<file path="src/rtl/mo_pkg.sv">
// Shared definitions for the Montgomery-domain exit/entry units.
package mo_pkg;

   // Modulus used by the NTT datapath
   localparam int unsigned MO_Q = 3329;

   // Exit-unit sequencing: load, bit-serial halving, sign fix, handoff
   typedef enum logic [1:0] {
      IDLE  = 2'd0,
      HALVE = 2'd1,
      FIX   = 2'd2,
      DONE  = 2'd3
   } mo_exit_state_t;

endpackage

</file>
<file path="src/rtl/mo_half_step.sv">
// One Montgomery halving step: acc -> (acc - Q*acc[0]) >>> 1, i.e. acc * 2^-1 mod Q.
// Subtracting Q (odd) when acc is odd makes the value even, so the shift is exact.
module mo_half_step #(
   parameter int          WIDTH = 12,
   parameter int unsigned Q     = 3329
) (
   input  logic signed [WIDTH+1:0] acc_i,
   output logic signed [WIDTH+1:0] acc_o
);

   localparam logic signed [WIDTH+1:0] QS = (WIDTH+2)'(Q);

   logic signed [WIDTH+1:0] diff;

   // acc - Q lies in (-2Q, 0), which still fits in WIDTH+2 signed bits
   always_comb begin
      diff  = acc_i[0] ? (acc_i - QS) : acc_i;
      acc_o = diff >>> 1;
   end

endmodule

</file>
<file path="src/rtl/mo_from_mont.sv">
// Montgomery exit unit: x*2^SHIFT (signed, |x| < Q) -> canonical x mod Q in [0, Q-1].
// One operand in flight; valid/ready on both sides; one halving per cycle.
module mo_from_mont
   import mo_pkg::*;
#(
   parameter int          WIDTH = 12,
   parameter int          SHIFT = WIDTH,
   parameter int          TAG_W = 8,
   parameter int unsigned Q     = MO_Q
) (
   input  logic             clk,
   input  logic             rst_n,
   input  logic             in_valid_i,
   output logic             in_ready_o,
   input  logic [WIDTH:0]   in_data_i,
   input  logic             in_norm_i,
   input  logic [TAG_W-1:0] in_tag_i,
   output logic             out_valid_o,
   input  logic             out_ready_i,
   output logic [WIDTH-1:0] out_data_o,
   output logic [TAG_W-1:0] out_tag_o
);

   localparam int AW    = WIDTH + 2;
   localparam int CNT_W = (SHIFT > 1) ? $clog2(SHIFT) : 1;
   localparam logic signed [AW-1:0]  QS       = AW'(Q);
   localparam logic [CNT_W-1:0]      CNT_LAST = CNT_W'(SHIFT - 1);

   mo_exit_state_t          state_q, state_d;
   logic signed [AW-1:0]    acc_q, acc_d;
   logic [CNT_W-1:0]        cnt_q, cnt_d;
   logic [TAG_W-1:0]        tag_q, tag_d;
   logic                    out_valid_q, out_valid_d;
   logic [WIDTH-1:0]        out_data_q, out_data_d;
   logic [TAG_W-1:0]        out_tag_q, out_tag_d;
   logic signed [AW-1:0]    acc_half;
   logic signed [AW-1:0]    acc_fix;

   mo_half_step #(
      .WIDTH (WIDTH),
      .Q     (Q)
   ) u_half (
      .acc_i (acc_q),
      .acc_o (acc_half)
   );

   // Fold a negative residue into [0, Q-1]
   always_comb acc_fix = acc_q[AW-1] ? (acc_q + QS) : acc_q;

   // Next-state and datapath updates; outputs are only loaded on FIX -> DONE
   always_comb begin
      state_d     = state_q;
      acc_d       = acc_q;
      cnt_d       = cnt_q;
      tag_d       = tag_q;
      out_valid_d = out_valid_q;
      out_data_d  = out_data_q;
      out_tag_d   = out_tag_q;
      unique case (state_q)
         IDLE: begin
            if (in_valid_i) begin
               acc_d   = {in_data_i[WIDTH], in_data_i};
               tag_d   = in_tag_i;
               cnt_d   = '0;
               state_d = in_norm_i ? FIX : HALVE;
            end
         end
         HALVE: begin
            acc_d = acc_half;
            cnt_d = cnt_q + CNT_W'(1);
            if (cnt_q == CNT_LAST) state_d = FIX;
         end
         FIX: begin
            acc_d       = acc_fix;
            out_data_d  = acc_fix[WIDTH-1:0];
            out_tag_d   = tag_q;
            out_valid_d = 1'b1;
            state_d     = DONE;
         end
         DONE: begin
            if (out_ready_i) begin
               out_valid_d = 1'b0;
               state_d     = IDLE;
            end
         end
         default: state_d = IDLE;
      endcase
   end

   // State and handshake registers; reset drops any operand in flight
   always_ff @(posedge clk or negedge rst_n) begin
      if (!rst_n) begin
         state_q     <= IDLE;
         acc_q       <= '0;
         cnt_q       <= '0;
         tag_q       <= '0;
         out_valid_q <= 1'b0;
         out_data_q  <= '0;
         out_tag_q   <= '0;
      end else begin
         state_q     <= state_d;
         acc_q       <= acc_d;
         cnt_q       <= cnt_d;
         tag_q       <= tag_d;
         out_valid_q <= out_valid_d;
         out_data_q  <= out_data_d;
         out_tag_q   <= out_tag_d;
      end
   end

   assign in_ready_o  = (state_q == IDLE);
   assign out_valid_o = out_valid_q;
   assign out_data_o  = out_data_q;
   assign out_tag_o   = out_tag_q;

endmodule

</file>
<file path="config.mk">
export PLATFORM = sky130hd
export DESIGN_NAME = mo_from_mont
export DESIGN_NICKNAME = d
export VERILOG_FILES = /design/src/rtl/mo_pkg.sv /design/src/rtl/mo_half_step.sv /design/src/rtl/mo_from_mont.sv
export SDC_FILE = /design/constraint.sdc
export NUM_CORES = 1
export LEC_CHECK = 0
export CORE_UTILIZATION = 49
export CTS_BUF_LIST = sky130_fd_sc_hd__clkbuf_8
export CTS_CLUSTER_SIZE = 8
export DETAILED_ROUTE_END_ITERATION = 6
export GPL_ROUTABILITY_DRIVEN = 0
export MAX_ROUTING_LAYER = met4
export PLACE_DENSITY = 0.77
export RECOVER_POWER = 50
export SLEW_MARGIN = 20
export SYNTH_ARGS = -nofsm -noshare
export SYNTH_HDL_FRONTEND = slang
export SYNTH_SLANG_ARGS = --single-unit
</file>
<file path="constraint.sdc">
create_clock -name clk -period 1.95 [get_ports clk]
set_input_delay 0.195 -clock clk [delete_from_list [all_inputs] [get_ports clk]]
set_output_delay 0.195 -clock clk [all_outputs]
set_load 0.01 [all_outputs]
</file>
==> results.sh <==
export IMPL_slew_violations=0
export IMPL_arrival_ps=2210
export IMPL_clockBufferDepth=2
export IMPL_start_kind="register"
export IMPL_synth_most_common_cell="dfrtp_1"
export IMPL_internal_power_w=0.00402
export IMPL_placed_area_um2=3650
export IMPL_port_buffers=47
export IMPL_synth_nets=354
export IMPL_slew_headroom=0.0730
export IMPL_drv_cap=0
export IMPL_min_path_type="in2reg"
export IMPL_synth_top_area_frac=0.418
export IMPL_coreArea_um2=5640
export IMPL_synth_area_um2=2930
export IMPL_via_per_inst=5.78
export IMPL_fin_crit_ps=2030
export IMPL_synthTopCellsByArea="dfrtp_1, mux2_2, o21ai_0"
export IMPL_fmax_mhz=492
export IMPL_yosys_area_top_type="dfrtp_1"
export IMPL_ir_worst_vdd_mv=0.945
export IMPL_switching_share=0.426
export IMPL_crit_path_frequent_cell="or4_4"
export IMPL_nets=421
export IMPL_rsz0062_at_grt="yes"
export IMPL_dp_final_hpwl_um=5280
export IMPL_p_sw_w=0.00298
export IMPL_finalCritPeriodShare=1.04
export IMPL_seq_area_frac_synth=0.418
export IMPL_synthFlopType="dfrtp_1"
export IMPL_required_ps=2130
export IMPL_max_stage_delay_ps=540
export IMPL_setup_tns_ps=-145
export IMPL_wl_per_cell_um=15.5
export IMPL_crit_chain="or4_4 -> or4_4 -> buf_6 -> a41oi_2 -> xnor2_1 -> o211ai_2"
export IMPL_clkPwrFrac=0.109
export IMPL_synth_distinct_cells=52
export IMPL_vias=2652
export IMPL_utilization=0.675
export IMPL_grt_pass1_vias=2686
export IMPL_grt_usage=0.257
export IMPL_ios=48
export IMPL_finalWorstSetupSlack_ps=-81.1
export IMPL_grt_pass1_wl_um=12300
export IMPL_antenna_cells=0
export IMPL_synth_edff_count=0
export IMPL_drive_above_1_share=0.183
export IMPL_end_kind="register"
export IMPL_firstDrtPassIters=4
export IMPL_finalHoldViolCount=0
export IMPL_die_y_um=79.4
export IMPL_crit_buf_inv=1
export IMPL_yosys_warnings=0
export IMPL_n_fill_cell=470
export IMPL_cts_tree="built"
export IMPL_drt_iter0_markers=171
export IMPL_clk_pin_slew_ps=100
export IMPL_slowest_stage="or4_4"
export IMPL_overflow=0
export IMPL_synth_top_cells_by_count="dfrtp_1, nand2_1, nor2_1, o21ai_0, a21oi_1"
export IMPL_ys_ff_latch=49
export IMPL_synthCells=319
export IMPL_worst_pin_slew_ps=1390
export IMPL_violations="setup timing"
export IMPL_dieArea_um2=6300
export IMPL_htreeDepth=2
export IMPL_antenna_found_initial=0
export IMPL_insertion_delay_ps=310
export IMPL_rows=27
export IMPL_initial_core_util=0.520
export IMPL_comb_power_share=0.605
export IMPL_root_buffer="clkbuf_8"
export IMPL_fp_dieW_um=79.4
export IMPL_worstSetupPathType="reg2reg"
export IMPL_syn_to_final_growth_pct=29.8
export IMPL_cellPowerDensity_nw_per_um2=1840
export IMPL_skew_ps=11.2
export IMPL_ant_nets=0
export IMPL_drt_total_wl_um=7100
export IMPL_status="complete, but fails checks"
export IMPL_setup_violations=2
export IMPL_seq_power_share=0.287
export IMPL_cts_buffers=5
export IMPL_leakage_nw=1.64
export IMPL_remaining_drc_errors=0
export IMPL_grt_max_degree=27
export IMPL_cts_sinks=49
export IMPL_crit_fanout=2
export IMPL_final_area_um2=3810
export IMPL_cpLargestDelayFamily="simple AND/OR/NAND/NOR gates"
export IMPL_synthArstFlopShare=1.00
export IMPL_avgSynthCellArea_um2=9.20
==> stage by stage <==
stage               std cells  hold WS, ps  setup WS (ps)  total power (W)
floorplan                 319         -101           -128          0.00458
global route              459          490           -134          0.00758
global placement          448          220          -63.6          0.00605
finish                    459          488          -81.1          0.00699
CTS                       457          429          -60.2          0.00699
detailed placement        448          224          -95.4          0.00619
==> what timing repair did <==
action / in CTS / in global routing
hold endpoints to repair: 24 / 0
resized for setup: 2 / 5
pin swaps: 2 / 3
buffers inserted: 0 / 2
hold buffers: 1 / 0
endpoints found under the setup margin: 2 / 10
==> flip-flops by register name, summed over array words and instances (netlist names) <==
register / cells
tag_q: 8
state_q: 2
acc_q: 14
out_valid_o: 1
cnt_q: 4
out_tag_o: 8
out_data_o: 12
==> layout make-up <==
class | count | area, µm² | share of cell area
clock buffer | 5 | 68.8 | 0.0181
tap | 72 | 90.1 | 0.0237
clock inverter | 3 | 48.8 | 0.0128
timing repair buffer | 85 | 758 | 0.199
multi-input combinational | 230 | 1560 | 0.409
sequential | 49 | 1230 | 0.322
inverter | 15 | 56.3 | 0.0148
==> final timing paths <==
| kind | start | end | slack (ps) | depth (start not counted) |
|---|---|---|---|---|
| max in group asynchronous | rst_n | tag_q[0]$_DFFE_PN0P_ | 260 | 3 |
| max reg2reg | acc_q[5]$_DFFE_PN0P_ | acc_q[11]$_DFFE_PN0P_ | -80 | 6 |
| min in group asynchronous | rst_n | out_data_o[3]$_DFFE_PN0P_ | 730 | 2 |
| min | in_tag_i[5] | tag_q[5]$_DFFE_PN0P_ | 490 | 2 |
| max | acc_q[5]$_DFFE_PN0P_ | acc_q[11]$_DFFE_PN0P_ | -80 | 6 |
| min reg2reg | out_data_o[9]$_DFFE_PN0P_ | out_data_o[9]$_DFFE_PN0P_ | 500 | 1 |
==> power by group through the flow <==
stage	Combinational (W)	Clock [W]	Sequential (W)
floorplan	0.00268	0	0.00190
global placement	0.00406	0	0.00199
detailed placement	0.00417	0	0.00201
CTS	0.00420	0.000777	0.00200
global route	0.00468	0.000814	0.00208
finish	0.00423	0.000759	0.00201
==> routing by layer <==
layer  part of all wire  track usage
met1               0.45        0.321
met3              0.047       0.0434
met2               0.48        0.424
met5                  0            -
met4              0.019       0.0836
==> kinds of logic after synthesis <==
family | synth area share
buf+inv | 0.0554
xor+xnor | 0.0478
compound gates | 0.191
mux | 0.0785
fa+ha+maj | 0.0384
simple gates | 0.171
flops | 0.418
==> placed cells by master (no fill, tap or decap), types with 9 or more instances in the layout <==
master           count
xnor2_1             12
dlygate4sd3_1        9
dfrtp_1             49
a21oi_1             20
inv_1               15
o21ai_0             24
nand2_1             27
nor2_1              23
mux2_2              16
clkdlybuf4s50_1     37
buf_4               35
No activity file was read; power rests on OpenSTA's default activity.
